[src/rtl/mem_access_stage_pkg.sv]
// Shared types for the memory stage: FSM states, lane index, byte enables.
// Optional feature macro: MEM_TIMEOUT_EN (used by mem_access_stage).
package mem_access_stage_pkg;
  typedef enum logic [1:0] {
    IDLE = 2'd0,
    WAIT = 2'd1,
    DONE = 2'd2
  } mstate_t;

  localparam logic [3:0] BE_WORD = 4'b1111;

  typedef logic [1:0] lane_t;
endpackage

[src/rtl/mem_access_stage_lane_steer.sv]
// Byte-lane steering: byte enables, store replication, load byte extract.
// Purely combinational; lane 0 is bits 7:0.
module mem_lane_steer
  import mem_access_stage_pkg::*;
(
  input  logic        byte_sel,
  input  lane_t       lane,
  input  logic [31:0] wdata,
  input  logic [31:0] rdata,
  output logic [3:0]  be,
  output logic [31:0] wdata_lanes,
  output logic [31:0] rdata_ext
);
  always_comb begin
    be          = BE_WORD;
    wdata_lanes = wdata;
    rdata_ext   = rdata;
    if (byte_sel) begin
      be          = 4'b0001 << lane;
      wdata_lanes = {4{wdata[7:0]}};
      rdata_ext   = {24'b0, rdata[8*lane +: 8]};
    end
  end
endmodule

[src/rtl/mem_access_stage.sv]
// M stage: req/ack data-memory access with stall and WB bubble.
// Optional MEM_TIMEOUT_EN abandons a WAIT after TIMEOUT_CYCLES cycles.
module mem_access_stage
  import mem_access_stage_pkg::*;
#(
  parameter int TIMEOUT_CYCLES = 255
) (
  input  logic        clk,
  input  logic        reset,
  input  logic        PCSrcM,
  input  logic        RegWriteM,
  input  logic        MemtoRegM,
  input  logic        MemWriteM,
  input  logic        ByteM,
  input  logic [3:0]  RdM,
  input  logic [31:0] ALUResultM,
  input  logic [31:0] WriteDataM,
  output logic        PCSrcOut,
  output logic        RegWriteOut,
  output logic        MemtoRegOut,
  output logic [3:0]  RdOut,
  output logic [31:0] ALUResultOut,
  output logic [31:0] ReadDataM,
  output logic        StallM,
  output logic        dmem_req,
  output logic        dmem_we,
  output logic [31:0] dmem_addr,
  output logic [3:0]  dmem_be,
  output logic [31:0] dmem_wdata,
  input  logic [31:0] dmem_rdata,
  input  logic        dmem_ack,
  output logic        mem_fault
);
  if (TIMEOUT_CYCLES < 1 || TIMEOUT_CYCLES > 65535) begin : g_bad_tmo
    $error("TIMEOUT_CYCLES out of range");
  end

  mstate_t     state_q;
  logic        access;
  logic [3:0]  be_c;
  logic [31:0] wdata_c;
  logic [31:0] rdata_c;
  logic        we_q;
  logic [3:0]  be_q;
  logic [31:0] addr_q;
  logic [31:0] wdata_q;
  logic [31:0] rdata_q;
  logic        tmo_hit;
  logic        tmo_done;

  assign access = MemtoRegM | MemWriteM;

  mem_lane_steer u_steer (
    .byte_sel    (ByteM),
    .lane        (ALUResultM[1:0]),
    .wdata       (WriteDataM),
    .rdata       (dmem_rdata),
    .be          (be_c),
    .wdata_lanes (wdata_c),
    .rdata_ext   (rdata_c)
  );

`ifdef MEM_TIMEOUT_EN
  logic [15:0] cnt_q;
  logic        to_q;
  logic        fault_q;

  assign tmo_hit   = (state_q == WAIT) && !dmem_ack
                  && (cnt_q == 16'(TIMEOUT_CYCLES - 1));
  assign tmo_done  = to_q;
  assign mem_fault = fault_q;

  always_ff @(posedge clk or posedge reset) begin
    if (reset) begin
      cnt_q   <= '0;
      to_q    <= 1'b0;
      fault_q <= 1'b0;
    end else begin
      if (state_q == IDLE) begin
        cnt_q <= '0;
        to_q  <= 1'b0;
      end else if (state_q == WAIT) begin
        cnt_q <= cnt_q + 16'd1;
      end
      if (tmo_hit) begin
        to_q    <= 1'b1;
        fault_q <= 1'b1;
      end
    end
  end
`else
  assign tmo_hit   = 1'b0;
  assign tmo_done  = 1'b0;
  assign mem_fault = 1'b0;
`endif

  always_ff @(posedge clk or posedge reset) begin
    if (reset) begin
      state_q <= IDLE;
      we_q    <= 1'b0;
      be_q    <= '0;
      addr_q  <= '0;
      wdata_q <= '0;
      rdata_q <= '0;
    end else begin
      unique case (state_q)
        IDLE: if (access) begin
          state_q <= WAIT;
          we_q    <= MemWriteM;
          be_q    <= be_c;
          addr_q  <= {ALUResultM[31:2], 2'b00};
          wdata_q <= wdata_c;
          rdata_q <= '0;
        end
        WAIT: if (dmem_ack || tmo_hit) begin
          state_q <= DONE;
          we_q    <= 1'b0;
          be_q    <= '0;
          addr_q  <= '0;
          wdata_q <= '0;
          rdata_q <= (dmem_ack && MemtoRegM) ? rdata_c : '0;
        end
        DONE:    state_q <= IDLE;
        default: state_q <= IDLE;
      endcase
    end
  end

  assign dmem_req   = (state_q == WAIT);
  assign dmem_we    = we_q;
  assign dmem_be    = be_q;
  assign dmem_addr  = addr_q;
  assign dmem_wdata = wdata_q;

  assign StallM = ((state_q == IDLE) && access) || (state_q == WAIT);
  assign ReadDataM = (state_q == DONE) ? rdata_q : '0;

  // Bubble the control bits while stalled; data fields pass through.
  assign PCSrcOut     = PCSrcM & ~StallM;
  assign MemtoRegOut  = MemtoRegM & ~StallM;
  assign RegWriteOut  = RegWriteM & ~StallM
                      & ~((state_q == DONE) & tmo_done);
  assign RdOut        = RdM;
  assign ALUResultOut = ALUResultM;
endmodule

[config.mk]
export PLATFORM = sky130hd
export DESIGN_NAME = mem_access_stage
export DESIGN_NICKNAME = d
export VERILOG_FILES = /design/src/rtl/mem_access_stage_pkg.sv /design/src/rtl/mem_access_stage_lane_steer.sv /design/src/rtl/mem_access_stage.sv
export SDC_FILE = /design/constraint.sdc
export NUM_CORES = 1
export LEC_CHECK = 0
export CORE_MARGIN = 1
export CORE_UTILIZATION = 43
export CTS_BUF_LIST = sky130_fd_sc_hd__clkbuf_8
export DETAILED_ROUTE_END_ITERATION = 7
export GPL_TIMING_DRIVEN = 0
export PLACE_DENSITY = 0.86
export RECOVER_POWER = 100
export SLEW_MARGIN = 30
export SYNTH_ARGS = -nofsm -noshare
export SYNTH_HDL_FRONTEND = slang
export SYNTH_SLANG_ARGS = --single-unit
[constraint.sdc]
create_clock -name clk -period 8.1 [get_ports clk]
set_clock_uncertainty 0.15 [all_clocks]
set_input_delay 1.215 -clock clk [delete_from_list [all_inputs] [get_ports clk]]
set_output_delay 1.215 -clock clk [all_outputs]
set_load 0.01 [all_outputs]
==> impl_metrics.csv <==
group,metric,value,unit
placement,numPlacedInstances,783,
placement,dpl_cell_area,7420,um^2
placement,routabilityCongestion,0.814,
finish,final_area,7630,um^2
outcome,status,"complete, but fails checks",
sta,max_freq,207,MHz
detailed_routing,via_count,4266,
sta,drv_slew,41,
detailed_routing,drt_first_iter_violations,226,
synth,synth_commonest_cells,"dfrtp_1 (101), a22o_1 (65), buf_4 (39)",
clock_tree,clock_path_buffers,2,
synth,avgSynthCellArea,12.0,um^2
floorplan,start_util,44.2,%
clock_tree,post-cts-setup-buffers,0,
worst_setup_path,timing.rr.end,"dmem_wdata[21]",
floorplan,die_y,108,um
clock_tree,clock_latency,350,ps
global_route,grt_use_met3,6.48,%
synth,synth.largest_area_cell,"dfrtp_1",
clock_tree,cts_buffers,9,
sta,post-route-period-util,59.6,%
power,powerDensity,261,nW/um^2
flow_run,max_cap_violations,1,
finish,layout-drive-gt1-share,11.5,%
sta,post-route-worst-setup-slack,3280,ps
finish,synthToLayoutAreaGrowth,59.2,%
hold_path,min_to,"dmem_wdata[14]",
synth,async_flop_share,100,%
outcome,violations,"max-capacitance violations, max-slew violations",
clock_tree,cts_max_level,3,
hold_path,min_path_type,"reg -> reg",
detailed_routing,drtPass1Iterations,4,
placement,port_buffers,241,
placement,dp_slack,3780,ps
global_route,grtUsageMet2,43.4,%
sta,rsz0062_at_grt,"false",
global_route,grt_usage,25.6,%
synth,yosys.area.top_type_share,52.7,%
placement,dp.final_hpwl,11500,um
global_route,gr-usage-met1,31.4,%
sta,finalSetupViolations,0,
power,leakage,3.53,nW
floorplan,pin_count,251,
global_route,overflow,0,
sta,finalSetupTns,0,ps
finish,fin_util,70.4,%
worst_setup_path,rrSetupSlack,5060,ps
finish,instances_no_fill,800,
detailed_routing,vias_per_cell,5.33,
finish,fin_nets,762,
sta,worstMarginPinSlew,1840,ps
synth,mappedNetlistArea,4790,um^2
synth,synth-edff-count,0,
clock_tree,cts.sink_count,101,
clock_tree,cts_tree,"done",
worst_setup_path,crit_fanout,7,
detailed_routing,drcViolationCount,0,
detailed_routing,wl,14900,um
sta,hold_viol,0,
sta,maxSlewHeadroom,-23.3,%
clock_tree,clkTransAtPathRegs,100,ps
worst_setup_path,worst-r2r-cell-count,7,
floorplan,rows,38,
worst_setup_path,startpoint_type,"input port",
hold_path,min_path_cells,1,
sta,min_period,4820,ps
worst_setup_path,regToRegStartpoint,"state_q[0]",
synth,synth-seq-area-share,52.7,%
worst_setup_path,required,6730,ps
floorplan,die_area,11600,um^2
floorplan,fp.dieW,108,um
synth,yosysMostFrequentCell,"dfrtp_1",
power,ir_drop,0.161,mV
worst_setup_path,crit_chain,"dlygate4sd3_1 > nor3_1 > nor2_1 > nor2b_1 > dlygate4sd3_1",
synth,postSynthCellCount,399,
global_route,busiest_layer,"met2",
worst_setup_path,crit_type,"in -> out",
synth,netlist_top_cells_area,"dfrtp_1 (53%), a22o_1 (12%), buf_4 (6.1%)",
global_route,grt_max_degree,62,
clock_tree,cts_resized,0,
worst_setup_path,endpoint_kind,"primary output",
clock_tree,cts_root_buf,"clkbuf_8",
worst_setup_path,cp_slowest_cell,"nor3_1",
detailed_routing,ant_nets,0,
synth,yosysWarnings,0,
clock_tree,cts_hold_buf,0,
synth,yosys.cell_types.count,33,
synth,ys.flop_type,"dfrtp_1",
global_route,grt_pass1_vias,4361,
worst_setup_path,path_common_cell,"dlygate4sd3_1",
detailed_routing,wl_per_cell,18.6,um
global_route,grt_pass1_wl,22700,um
worst_setup_path,crit_arrival,3460,ps
synth,synth_seq_cells,101,
floorplan,coreArea,10800,um^2
global_route,antenna_found_initial,1,
hold_path,min_from,"dmem_wdata[14]",
worst_setup_path,crit_path_max_incr_delay,640,ps
==> worst max-delay path, delay by kind of cell <==
kind,cells,cell delay (ps)
buffers and inverters,2,1240
and+or+nand+nor,3,1010
==> kinds of logic after synthesis <==
| family | Yosys count | synth area share [%] |
|---|---|---|
| and+or+nand+nor | 74 | 10.5 |
| other | 1 | 0.0782 |
| buffers and inverters | 76 | 9.66 |
| AOI/OAI and AO/OA | 115 | 20.2 |
| DFF | 101 | 52.7 |
| muxes | 32 | 6.86 |
==> area by class of cell <==
type / count / area [um^2]
multi-input cells: 224 / 1800
clock buffers: 12 / 165
diodes: 1 / 2.50
well taps: 140 / 175
fillers: 832 / 3210
clock inverters: 4 / 77.6
repair buffers: 242 / 2440
inverters: 3 / 12.5
plain buffers: 73 / 432
flip-flops and latches: 101 / 2530
==> sequential cells by signal, indices dropped and copies added (netlist names) <==
name        count
rdata_q        32
dmem_addr      30
dmem_we         1
state_q         2
dmem_wdata     32
dmem_be         4
==> report_power, final <==
part | switching [mW] | internal, mW | total (mW)
sequential | 0.0902 | 0.668 | 0.759
combinational | 0.427 | 0.430 | 0.857
clock | 0.176 | 0.201 | 0.377
==> routing by layer <==
layer / routed length [um] / up-vias
met2: 7540 / 199
met5: 0 / -
met1: 5910 / 2091
met3: 1090 / 29
li1: - / 1947
met4: 375 / 0
==> layout by cell type (no fill, tap or decap), types with 7 or more instances in the layout <==
cell	instances
o2bb2ai_1	22
a22o_1	65
dfrtp_1	101
a31oi_1	7
and2_1	22
or3b_2	7
a221o_1	7
buf_4	38
clkbuf_8	12
mux2_2	7
clkbuf_1	30
nand4b_1	8
mux2i_1	25
clkdlybuf4s50_1	110
and2_0	12
dlygate4sd3_1	131
nand2b_1	8
==> through the flow <==
stage               hold WS, ps  power (mW)
detailed placement          323        1.70
global route                357        2.10
global placement            311        1.67
floorplan                   314        1.19
CTS                         347        2.08
finish                      335        1.99
==> worst max-delay path by stage <==
stage	from	to
final	MemtoRegM	RegWriteOut
after global placement	reset	dmem_wdata[10]
after floorplan	reset	dmem_addr[10]
after CTS	MemtoRegM	RegWriteOut
after global routing	MemtoRegM	PCSrcOut
after detailed placement	MemtoRegM	RegWriteOut
Note: power is estimated with default switching activity, not from simulation.
